File: config.mk
export PLATFORM = sky130hd
export DESIGN_NAME = mult_accumulator
export DESIGN_NICKNAME = d
export VERILOG_FILES = /design/src/rtl/mult_accumulator.sv
export SDC_FILE = /design/constraint.sdc
export NUM_CORES = 1
export LEC_CHECK = 0
export BUFFER_PORTS_ARGS = -buffer_cell sky130_fd_sc_hd__buf_2
export CAP_MARGIN = 20
export CORE_MARGIN = 2
export CORE_UTILIZATION = 40
export DETAILED_ROUTE_END_ITERATION = 12
export PLACE_DENSITY_LB_ADDON = 0.2
export RECOVER_POWER = 25
export SYNTH_ARGS = -nofsm -noshare
export SYNTH_HDL_FRONTEND = slang
export SYNTH_SLANG_ARGS = --single-unit
File: constraint.sdc
create_clock -name clk -period 5.8 [get_ports clk]
set_input_delay 0.58 -clock clk [delete_from_list [all_inputs] [get_ports clk]]
set_output_delay 0.58 -clock clk [all_outputs]
set_load 0.02 [all_outputs]
File: src/rtl/mult_accumulator.sv
// mult_accumulator
// ----------------
// Sits downstream of a fixed-latency pipelined multiplier. It watches the
// multiplier's start strobe and counts out the calculation latency. It then
// samples the product and adds NUM_TERMS products into a saturating sum. The
// finished sum is offered on a valid/ready handshake.
//
// Ports
//   clk        : system clock, rising edge
//   rst        : asynchronous active-high reset
//   start_in   : start strobe shared with the multiplier
//   c_in       : unsigned multiplier product (PROD_W bits)
//   clear      : synchronous abort; zeroes the sum and returns to IDLE
//   acc_out    : accumulated sum (ACC_W bits), saturates at all ones
//   acc_valid  : acc_out holds a completed sum
//   acc_ready  : downstream accepts acc_out
//   overflow   : sticky flag, saturation happened in the current sum
//   busy       : high whenever the block is not IDLE
//   term_count : number of products accumulated so far
module mult_accumulator #(
    parameter int PROD_W      = 8,
    parameter int ACC_W       = 12,
    parameter int CALC_CYCLES = 16,
    parameter int NUM_TERMS   = 4
) (
    input  logic                               clk,
    input  logic                               rst,
    input  logic                               start_in,
    input  logic [PROD_W-1:0]                  c_in,
    input  logic                               clear,
    output logic [ACC_W-1:0]                   acc_out,
    output logic                               acc_valid,
    input  logic                               acc_ready,
    output logic                               overflow,
    output logic                               busy,
    output logic [$clog2(NUM_TERMS+1)-1:0]     term_count
);

    localparam int TC_W  = $clog2(NUM_TERMS + 1);
    // The counter holds values 0..CALC_CYCLES-1. Keep at least one bit for CALC_CYCLES=1.
    localparam int CNT_W = (CALC_CYCLES > 1) ? $clog2(CALC_CYCLES) : 1;

    typedef enum logic [1:0] {
        S_IDLE = 2'd0,
        S_WAIT = 2'd1,
        S_HOLD = 2'd2
    } state_t;

    state_t            state_q, state_d;
    logic [CNT_W-1:0]  cnt_q,   cnt_d;
    logic [ACC_W-1:0]  acc_q,   acc_d;
    logic              ovf_q,   ovf_d;
    logic              valid_q, valid_d;
    logic [TC_W-1:0]   tc_q,    tc_d;
    logic [TC_W-1:0]   tc_inc_s;
    logic [ACC_W:0]    sum_s;

    // Next-state logic: clear dominates, then per-state behaviour.
    always_comb begin
        state_d  = state_q;
        cnt_d    = cnt_q;
        acc_d    = acc_q;
        ovf_d    = ovf_q;
        valid_d  = valid_q;
        tc_d     = tc_q;
        // One extra bit catches the carry-out that triggers saturation.
        sum_s    = {1'b0, acc_q} + {{(ACC_W + 1 - PROD_W){1'b0}}, c_in};
        tc_inc_s = tc_q + TC_W'(1);

        if (clear) begin
            state_d = S_IDLE;
            cnt_d   = '0;
            acc_d   = '0;
            ovf_d   = 1'b0;
            valid_d = 1'b0;
            tc_d    = '0;
        end else begin
            case (state_q)
                S_IDLE: begin
                    if (start_in) begin
                        // Edge k loads CALC_CYCLES-1. The capture happens at edge k+CALC_CYCLES.
                        cnt_d   = CNT_W'(CALC_CYCLES - 1);
                        state_d = S_WAIT;
                    end else begin
                        state_d = S_IDLE;
                    end
                end
                S_WAIT: begin
                    if (cnt_q == '0) begin
                        if (sum_s[ACC_W]) begin
                            acc_d = '1;
                            ovf_d = 1'b1;
                        end else begin
                            acc_d = sum_s[ACC_W-1:0];
                        end
                        tc_d = tc_inc_s;
                        if (tc_inc_s == TC_W'(NUM_TERMS)) begin
                            state_d = S_HOLD;
                            valid_d = 1'b1;
                        end else begin
                            state_d = S_IDLE;
                        end
                    end else begin
                        cnt_d = cnt_q - CNT_W'(1);
                    end
                end
                S_HOLD: begin
                    // A start_in on the handshake edge is deliberately dropped.
                    if (acc_ready) begin
                        state_d = S_IDLE;
                        acc_d   = '0;
                        ovf_d   = 1'b0;
                        valid_d = 1'b0;
                        tc_d    = '0;
                    end else begin
                        state_d = S_HOLD;
                    end
                end
                default: begin
                    state_d = S_IDLE;
                    cnt_d   = '0;
                    acc_d   = '0;
                    ovf_d   = 1'b0;
                    valid_d = 1'b0;
                    tc_d    = '0;
                end
            endcase
        end
    end

    // State and datapath registers with asynchronous reset.
    always_ff @(posedge clk or posedge rst) begin
        if (rst) begin
            state_q <= S_IDLE;
            cnt_q   <= '0;
            acc_q   <= '0;
            ovf_q   <= 1'b0;
            valid_q <= 1'b0;
            tc_q    <= '0;
        end else begin
            state_q <= state_d;
            cnt_q   <= cnt_d;
            acc_q   <= acc_d;
            ovf_q   <= ovf_d;
            valid_q <= valid_d;
            tc_q    <= tc_d;
        end
    end

    assign acc_out    = acc_q;
    assign acc_valid  = valid_q;
    assign overflow   = ovf_q;
    assign term_count = tc_q;
    assign busy       = (state_q != S_IDLE);

endmodule

==> results.tsv, run 1 <==
metric	value	unit
final hold vios	0	
Pleak	0.9366	nW
site row count	22	
post-CTS setup buffer count	0	
Sw Ratio	0.3040	
Clock Tree Buf Depth	2	
#FFs+latches synth	23	
status	completed	
mux contribution to synthesized area	0	
post-layout min period	2.252	ns
fin nets	221	
critical path peak fanout	4	
PwrDens	204.6	nW/um2
layout cells sized above 1	0.2010	
fmax	0.4441	GHz
worst slew pin tran	0.8989	ns
Crit path arrival time	2.43	ns
largest net degree at the start of global routing	24	
initial drt markers	98	
post-route ant nets	0	
Vert. Die Dim	64.96	um
max-cap violations	0	
Max Slew Vio Count	0	
initial antenna violation count	0	
cts repair resizes	0	
Post-Route WL	3273	um
hold crit path type	in -> async	
hold-fix buffer count after cts	0	
H-tree Lvls	1	
clock share of power	0.297	
DR pass1 iterations	4	
sequential share of power	0.504	
Worst setup SP type	input pin	
CTS clk-pin slew, worst paths	0.09	ns
dpl ws	3.281	ns
CP required	5.98	ns
synthesized area per cell	9.064	um2
synth unique cells	41	
Fillers	376	
internal power	246.0	uW
Multi-input gate area	869.6	um2
register area share after synthesis	0.3872	
post-detailed-route wirelength per cell	13.52	um
Root Driver	clkbuf_8	
CP Class	in -> reg	
CTS tree	yes	
worst skew pair latency	0.27	ns
Overflow after GRT	0	
critical path startpoint	c_in[0]	
TritonCTS buffer count	3	
synthesized net count	190	
Final Skew	0.004752	ns
largest family of logic cells by synthesized area	compound AO/OA/AOI/OAI gates	
core area	3606	um2
Overall Global Routing Usage	0.1662	
DRC	0	
setup_tns	0	ns
first-pass GRT wire length	5471	um
Final setup viols	0	
sequential cell area	575.6	um2
Setup crit end kind	register	
Starting Density	0.4122	
antenna cell count	0	
post-synthesis xor/xnor area fraction	0.02946	
Yosys warning count	0	
Net Switching	107.5	uW
max_slew headroom	0.4001	
GP Congestion	0.8100	
Peak VDD IR	0.07932	mV
Syn Inst Count	164	
buffers added on ports	30	
via-per-instance ratio	5.512	
Compound-Gate Fraction of Synth Area	0.2618	
DP HPWL	2364	um
vias in the first global route	1224	
combinational share of power	0.199	
Die X	64.96	um
die area	4220	um2
via count	1334	
Adder-Cell Fraction of Synth Area	0.1145	
Cell Area, Synth	1486	um2
reg-to-reg startpoint	acc_out[0]	
# IOs	31	
final setup margin	3.548	ns
Area Growth Syn to Fin	16.25	%
RSZ-0062 raised after global routing	false	
final worst path period share	0.3882	
simple-gate portion of the synthesized area	0.1793	
clk sinks	23	
[final cells by class]
type	count	share of cell area
multi-input cells	130	0.5033
flip-flops and latches	23	0.3331
repair buffers	30	0.08689
well taps	48	0.03476
clock buffers	3	0.02390
inverters	7	0.01521
clock inverters	1	0.002896
[cells in the mapped netlist]
cell type	instances	area share
xnor2_1	3	0.018
nor2_1	4	0.010
o2bb2ai_1	1	0.0059
or4b_1	1	0.0067
o21a_1	3	0.015
a211o_1	1	0.0059
a32o_1	1	0.0067
nor2_2	1	0.0042
o211a_1	1	0.0067
a311o_1	1	0.0067
o211ai_1	3	0.015
dfrtp_1	23	0.39
o311ai_0	1	0.0059
a31oi_1	1	0.0042
a21oi_1	10	0.034
nand2_1	24	0.061
nor2b_1	1	0.0042
nand3_1	7	0.024
nand2b_1	1	0.0042
o22a_1	1	0.0059
or4_1	1	0.0051
or3_1	2	0.0084
clkbuf_1	4	0.010
fa_1	1	0.013
o221ai_1	1	0.0059
a221oi_1	1	0.0059
and3_1	5	0.021
o21bai_1	1	0.0051
o22ai_1	1	0.0042
or2_2	2	0.0084
a21o_1	5	0.025
xor2_1	2	0.012
nor3b_4	1	0.013
o21ba_2	1	0.0067
nor3_1	3	0.010
a21boi_1	1	0.0051
a22o_1	1	0.0059
inv_1	7	0.018
o21ai_0	18	0.061
ha_1	12	0.10
a211oi_1	5	0.025
[sequential cells by signal (all words and copies together) (netlist names)]
name / flops
acc_out: 12
acc_valid: 1
overflow: 1
term_count: 3
state_q: 2
cnt_q: 4
[layer usage]
metal / vias to the layer above / global-route usage / wire length [um]
met1: 640 / 0.2163 / 1594
li1: 663 / - / -
met3: 4 / 0.02083 / 100
met5: - / 0 / 0
met2: 27 / 0.2758 / 1533
met4: 0 / 0.07181 / 44
[per-stage QoR]
| stage | power (mW) | instances | area [um2] | hold slack [ns] | util |
|---|---|---|---|---|---|
| 2_1_floorplan | 0.2313 | 164 | 1486 | 0.4729 | - |
| 3_3_place_gp | 0.2491 | 238 | 1682 | 0.4770 | 0.4663 |
| 3_5_place_dp | 0.2517 | 238 | 1682 | 0.4790 | 0.4663 |
| 4_1_cts | 0.3569 | 242 | 1728 | 0.4996 | 0.4792 |
| 5_1_grt | 0.3747 | 242 | 1728 | 0.5334 | 0.4792 |
| 6_report | 0.3535 | 242 | 1728 | 0.4873 | 0.4792 |
[cell usage in the layout, fill, tap and decap left out, types with 2 or more instances in the layout]
master,netlist,layout
and3_1,5,5
ha_1,12,12
a211oi_1,5,5
o21ai_0,18,18
o211ai_1,3,3
inv_1,7,7
buf_2,0,30
dfrtp_1,23,23
nand2_1,24,24
nor3_1,3,3
o21a_1,3,3
xnor2_1,3,3
a21o_1,5,5
a21oi_1,10,10
nand3_1,7,7
or2_2,2,2
or3_1,2,2
clkbuf_8,0,3
xor2_1,2,2
nor2_1,4,4
[power groups by stage]
stage                     combinational (mW)  clock [mW]  sequential (mW)
after floorplan                       0.0491           0            0.182
after global placement                0.0684           0            0.181
after detailed placement              0.0706           0            0.181
after CTS                             0.0714       0.108            0.178
after global routing                  0.0800       0.116            0.179
final                                 0.0703       0.105            0.178
[worst paths after layout]
| path | end | slack [ns] | cells after the start |
|---|---|---|---|
| worst max-delay path | acc_out[8] | 3.55 | 8 |
| worst min-delay path | acc_out[2] | 0.49 | 2 |
| worst max register to register | acc_out[8] | 3.55 | 7 |
| worst min register to register | overflow | 0.49 | 1 |
| max in group asynchronous | state_q[0] | 4.76 | 2 |
| min in group clk | overflow | 0.49 | 1 |
[cell families (layout without fill, tap and decap cells)]
logic type	after synthesis	count (layout)
xor+xnor	5	5
fa+ha+maj	13	13
simple gates	53	53
flops	23	23
compound gates	59	59
buf+inv	11	41
[critical path, stage by stage]
cell and delay, ns:
buf_2 0.10, ha_1 0.22, fa_1 0.42, a21o_1 0.22
o2bb2ai_1 0.18, o221ai_1 0.29, o21ai_0 0.12, a221oi_1 0.30
No activity file was read; power rests on OpenSTA's default activity.
==> run 2: changes to the inputs <==
- ABC_AREA: unset -> 1
- clock period: 5.8 -> 2.3 ns (I/O delays scaled with it)
==> run 2 against run 1 <==
Power grew to 2.6 times the previous value. Combinational power grew to 3.1 times the previous value. Area after synthesis up 11%.
==> results.tsv, run 2 <==
metric	value	unit
DP HPWL	2804	um
Post-Route WL	3732	um
Vert. Die Dim	68.36	um
Stages on worst setup path	8	
largest net degree at the start of global routing	24	
status	completed	
Peak VDD IR	0.2564	mV
Crit path arrival time	2.15	ns
Yosys warning count	0	
post-CTS setup buffer count	0	
hold crit path type	in -> reg	
Slowest-stage cell, CP	fa_1	
Area Growth Syn to Fin	15.63	%
Cell Area, Synth	1657	um2
DRC	0	
CP max stage delay	0.42	ns
fmax	0.5035	GHz
Die X	68.36	um
# IOs	31	
hold-fix buffer count after cts	1	
count leader, synth	nand2_1	
FF-to-FF path depth	8	
vias in the first global route	1430	
Clock Tree Buf Depth	2	
worst path cell trace	ha_1, fa_1, nand3_1, nand3_1, nand3_1, nand2_1, o21ai_0, nand2_1	
fin nets	292	
WL met3	124	um
Final Skew	0.006254	ns
antenna cell count	0	
post-detailed-route wirelength per cell	11.85	um
register area share after synthesis	0.3474	
worst setup path end	acc_out[3]	
Setup crit end kind	register	
Commonest cells post-synth	nand2_1 (80), inv_1 (28), dfrtp_1 (23)	
r2r setup slk	0.31	ns
Top cell by count, worst path	nand3_1	
Synth top area share	0.3474	
die area	4672	um2
CP Class	reg -> reg	
post-route ant nets	0	
setup_tns	0	ns
Overall Global Routing Usage	0.1890	
TritonCTS buffer count	3	
clk sinks	23	
DR top layer	met4	
asr flop ratio synth	1.000	
critical path startpoint	acc_out[0]	
Buf/Inv on CP	0	
number of flops mapped to enable cells by yosys	0	
Syn Inst Count	231	
site row count	23	
via-per-instance ratio	4.946	
GP Congestion	0.8405	
layout cells sized above 1	0.1811	
leading cell type in the layout, fill and taps excluded	nand2_1	
worst skew pair latency	0.28	ns
max_slew headroom	0.1297	
final worst path period share	0.8636	
reg-to-reg startpoint	acc_out[0]	
CP required	2.47	ns
post-route insts no fill	315	
core area	4000	um2
RSZ-0062 raised after global routing	false	
synthesized net count	257	
H-tree Lvls	1	
Root Driver	clkbuf_8	
Core Util, Final	0.4789	
PwrDens	486.6	nW/um2
post-layout min period	1.986	ns
buffers added on ports	30	
M1 wire length	1732	um
Max Slew Vio Count	0	
final hold vios	0	
met2 wire len	1813	um
commonest cells after routing, fill and taps aside	nand2_1 (80), buf_2 (30), inv_1 (28)	
DR pass1 iterations	4	
Final setup viols	0	
CTS tree	yes	
top_reg_cell synth	dfrtp_1	
reg2reg end	acc_out[3]	
Overflow after GRT	0	
top area cells in the synthesized netlist	dfrtp_1 (35%), nand2_1 (18%), ha_1 (9.1%)	
max reg flops	12	
synthesized area per cell	7.171	um2
Starting Density	0.4141	
Pleak	1.084	nW
synth unique cells	29	
Worst setup SP type	register	
critical path peak fanout	6	
Worst path top cell family by delay	adder cells	
max-cap violations	0	
CTS clk-pin slew, worst paths	0.09	ns
worst slew pin tran	1.305	ns
#FFs+latches synth	23	
first-pass GRT wire length	6472	um
initial drt markers	52	
via count	1558	
initial antenna violation count	0	
number of instances in the placed design	310	
cts repair resizes	0	
Synth area leader	dfrtp_1	
[run 2: changes by cell type in the layout (fill, tap and decap cells not counted), moves of 4 or more]
cell      previous run  this run
a211oi_1             5         0
a21o_1               5         0
and3_1               5         0
inv_1                7        28
nand2_1             24        80
nand3_1              7        20
nor2_1               4        13
o21ai_0             18        14
[run 2: area by class of cell]
cell class / instances / area [um2]
tap: 50 / 62.56
timing repair buffer: 32 / 163.9
clock buffer: 3 / 41.29
inverter: 30 / 112.6
sequential: 23 / 575.6
clock inverter: 1 / 7.507
multi-input combinational: 176 / 952.2
fill: 408 / 2085
[run 2: where the power goes]
| group | internal (mW) | leakage, nW | switching (mW) |
|---|---|---|---|
| sequential | 0.425 | 0.312 | 0.0157 |
| combinational | 0.0737 | 0.751 | 0.142 |
| clock | 0.123 | 0.0217 | 0.152 |
[run 2: metal layers]
metal | up-vias | global-route usage
met5 | - | 0
met4 | 0 | 0.07500
met3 | 5 | 0.03454
met2 | 29 | 0.3167
met1 | 713 | 0.2395
li1 | 811 | -
[run 2: cells by family after synthesis]
logic type / Yosys count / synth area share
AND/OR/NAND/NOR: 126 / 0.3263
XOR/XNOR: 4 / 0.02115
flip-flops: 23 / 0.3474
buffers and inverters: 32 / 0.07779
AO/OA/AOI/OAI: 33 / 0.1246
adder cells (fa/ha/maj): 13 / 0.1027
[run 2: metrics by stage]
step                setup WS [ns]  hold slack, ns  cell area [um2]  power [mW]
CTS                        0.3004          0.2213             1919      0.9492
global route              0.09051          0.2711             1916      0.9940
global placement           0.4170          0.2928             1861      0.6648
floorplan                  0.4381          0.2319             1657      0.6095
finish                     0.3138          0.2305             1916      0.9321
detailed placement         0.3143          0.3002             1861      0.6651
[run 2: worst register-to-register path, delay by kind of cell, from the launching register on]
kind	cells	cell delay, ns
AOI/OAI and AO/OA	1	0.21
adders and majority gates	2	0.65
DFF	1	0.41
and+or+nand+nor	5	0.60
[run 2: worst min-delay path by stage]
stage / end / slack, ns / from / cells past startpoint
6_report: state_q[1] / 0.23 / acc_ready / 4
5_1_grt: state_q[1] / 0.27 / acc_ready / 4
4_1_cts: state_q[1] / 0.22 / acc_ready / 4
3_5_place_dp: acc_out[10] / 0.30 / rst / 3
3_3_place_gp: cnt_q[0] / 0.29 / rst / 3
2_1_floorplan: acc_out[0] / 0.23 / rst / 1
==> run 3: changes to the inputs <==
- RECOVER_POWER: 25 -> unset
==> run 3 against run 2 <==
Critical path depth did not move. Non-clock buffer count unchanged. Routed wire length is 0.54% lower. Largest cell class unchanged. Final cell count did not move.
==> results.tsv, run 3 (synthesis results as in run 2) <==
metric	value	unit
status	completed	
Buf/Inv on CP	0	
sequential share of power	0.473	
r2r setup slk	0.31	ns
fmax	0.5027	GHz
Slowest-stage cell, CP	fa_1	
Hold Path Depth	4	
via-per-instance ratio	4.930	
Setup crit end kind	register	
Vert. Die Dim	68.36	um
reg2reg end	acc_out[3]	
post-CTS setup buffer count	0	
Root Driver	clkbuf_8	
setup_tns	0	ns
hold crit path type	in -> reg	
final worst path period share	0.8649	
initial drt markers	56	
core area	4000	um2
post-route ant nets	0	
end point of the worst hold path	state_q[1]	
Max Slew Vio Count	0	
Top cell by count, worst path	nand3_1	
max-cap violations	0	
clock share of power	0.294	
largest net degree at the start of global routing	24	
Peak VDD IR	0.2541	mV
# IOs	31	
via count	1553	
CTS clk-pin slew, worst paths	0.09	ns
critical path peak fanout	6	
Worst setup SP type	register	
Crit path arrival time	2.15	ns
fin nets	292	
Sw Ratio	0.3313	
combinational share of power	0.233	
die area	4672	um2
sequential cell area	575.6	um2
layout cells sized above 1	0.1849	
post-detailed-route wirelength per cell	11.78	um
DRC	0	
Post-Route WL	3712	um
H-tree Lvls	1	
GP Congestion	0.8405	
worst path cell trace	ha_1, fa_1, nand3_1, nand3_1, nand3_1, nand2_1, o21ai_0, nand2_1	
buffers added on ports	30	
commonest cells after routing, fill and taps aside	nand2_1 (80), buf_2 (30), inv_1 (28)	
worst hold slack	0.2319	ns
dpl ws	0.3143	ns
Final Skew	0.007176	ns
leading cell type in the layout, fill and taps excluded	nand2_1	
hold path start	acc_ready	
critical path startpoint	acc_out[0]	
PwrDens	485.4	nW/um2
hold-fix buffer count after cts	1	
max reg flops	12	
CTS tree	yes	
Overall Global Routing Usage	0.1890	
worst slew pin tran	0.3952	ns
worst skew pair latency	0.28	ns
post-layout min period	1.989	ns
initial antenna violation count	0	
Overflow after GRT	0	
DR pass1 iterations	4	
Net Switching	308.7	uW
site row count	23	
Die X	68.36	um
Worst path top cell family by delay	adder cells	
Stages on worst setup path	8	
FF-to-FF path depth	8	
Clock Tree Buf Depth	2	
CP required	2.46	ns
cts repair resizes	0	
Multi-input gate area	952.2	um2
Area Growth Syn to Fin	15.86	%
max_slew headroom	0.7359	
RSZ-0062 raised after global routing	false	
Starting Density	0.4141	
CP max stage delay	0.42	ns
DP HPWL	2804	um
CP Class	reg -> reg	
internal power	623.1	uW
reg-to-reg startpoint	acc_out[0]	
Final setup viols	0	
Fillers	408	
clk sinks	23	
vias in the first global route	1430	
final setup margin	0.3107	ns
antenna cell count	0	
first-pass GRT wire length	6472	um
Pleak	1.088	nW
Core Util, Final	0.4798	
final hold vios	0	
TritonCTS buffer count	3	
==> run 3: cell types whose count changed in the layout (fill, tap and decap cells not counted) <==
cell      previous run  this run
buf_4                0         1
clkbuf_1             1         0
==> run 3: final cells by class <==
cell class | instances | area share
Tap cell | 50 | 0.03259
Multi-Input combinational cell | 176 | 0.4961
Clock inverter | 1 | 0.003911
Inverter | 30 | 0.05867
Timing Repair Buffer | 32 | 0.08735
Clock buffer | 3 | 0.02151
Sequential cell | 23 | 0.2999
==> run 3: worst min-delay path, cell delays in order <==
cell and delay, ns:
buf_2 0.08, nor2_1 0.03, nand2_1 0.07, a21oi_1 0.07
==> run 3: per-layer routing <==
| layer | wire [um] | global-route usage | vias up |
|---|---|---|---|
| met2 | 1775 | 0.3167 | 33 |
| met4 | 62 | 0.07500 | 0 |
| li1 | - | - | 811 |
| met1 | 1752 | 0.2395 | 704 |
| met5 | 0 | 0 | - |
| met3 | 122 | 0.03454 | 5 |
==> run 3: worst max-delay path by stage <==
stage,end
finish,acc_out[3]
global route,acc_out[3]
CTS,acc_out[3]
detailed placement,acc_out[3]
global placement,acc_out[11]
floorplan,acc_out[9]
==> run 3: power by group through the flow <==
stage          clock network, mW  logic [mW]  registers, mW
2_1_floorplan                  0       0.153          0.456
3_5_place_dp                   0       0.216          0.449
6_report                   0.274       0.217          0.441
5_1_grt                    0.298       0.251          0.445
3_3_place_gp                   0       0.216          0.449
4_1_cts                    0.289       0.219          0.441
==> run 3: metrics by stage <==
step | total power [mW] | cells | area [um2]
after floorplan | 0.6095 | 231 | 1657
after global placement | 0.6648 | 310 | 1861
after detailed placement | 0.6651 | 310 | 1861
after CTS | 0.9492 | 315 | 1919
after global routing | 0.9948 | 315 | 1919
final | 0.9317 | 315 | 1919
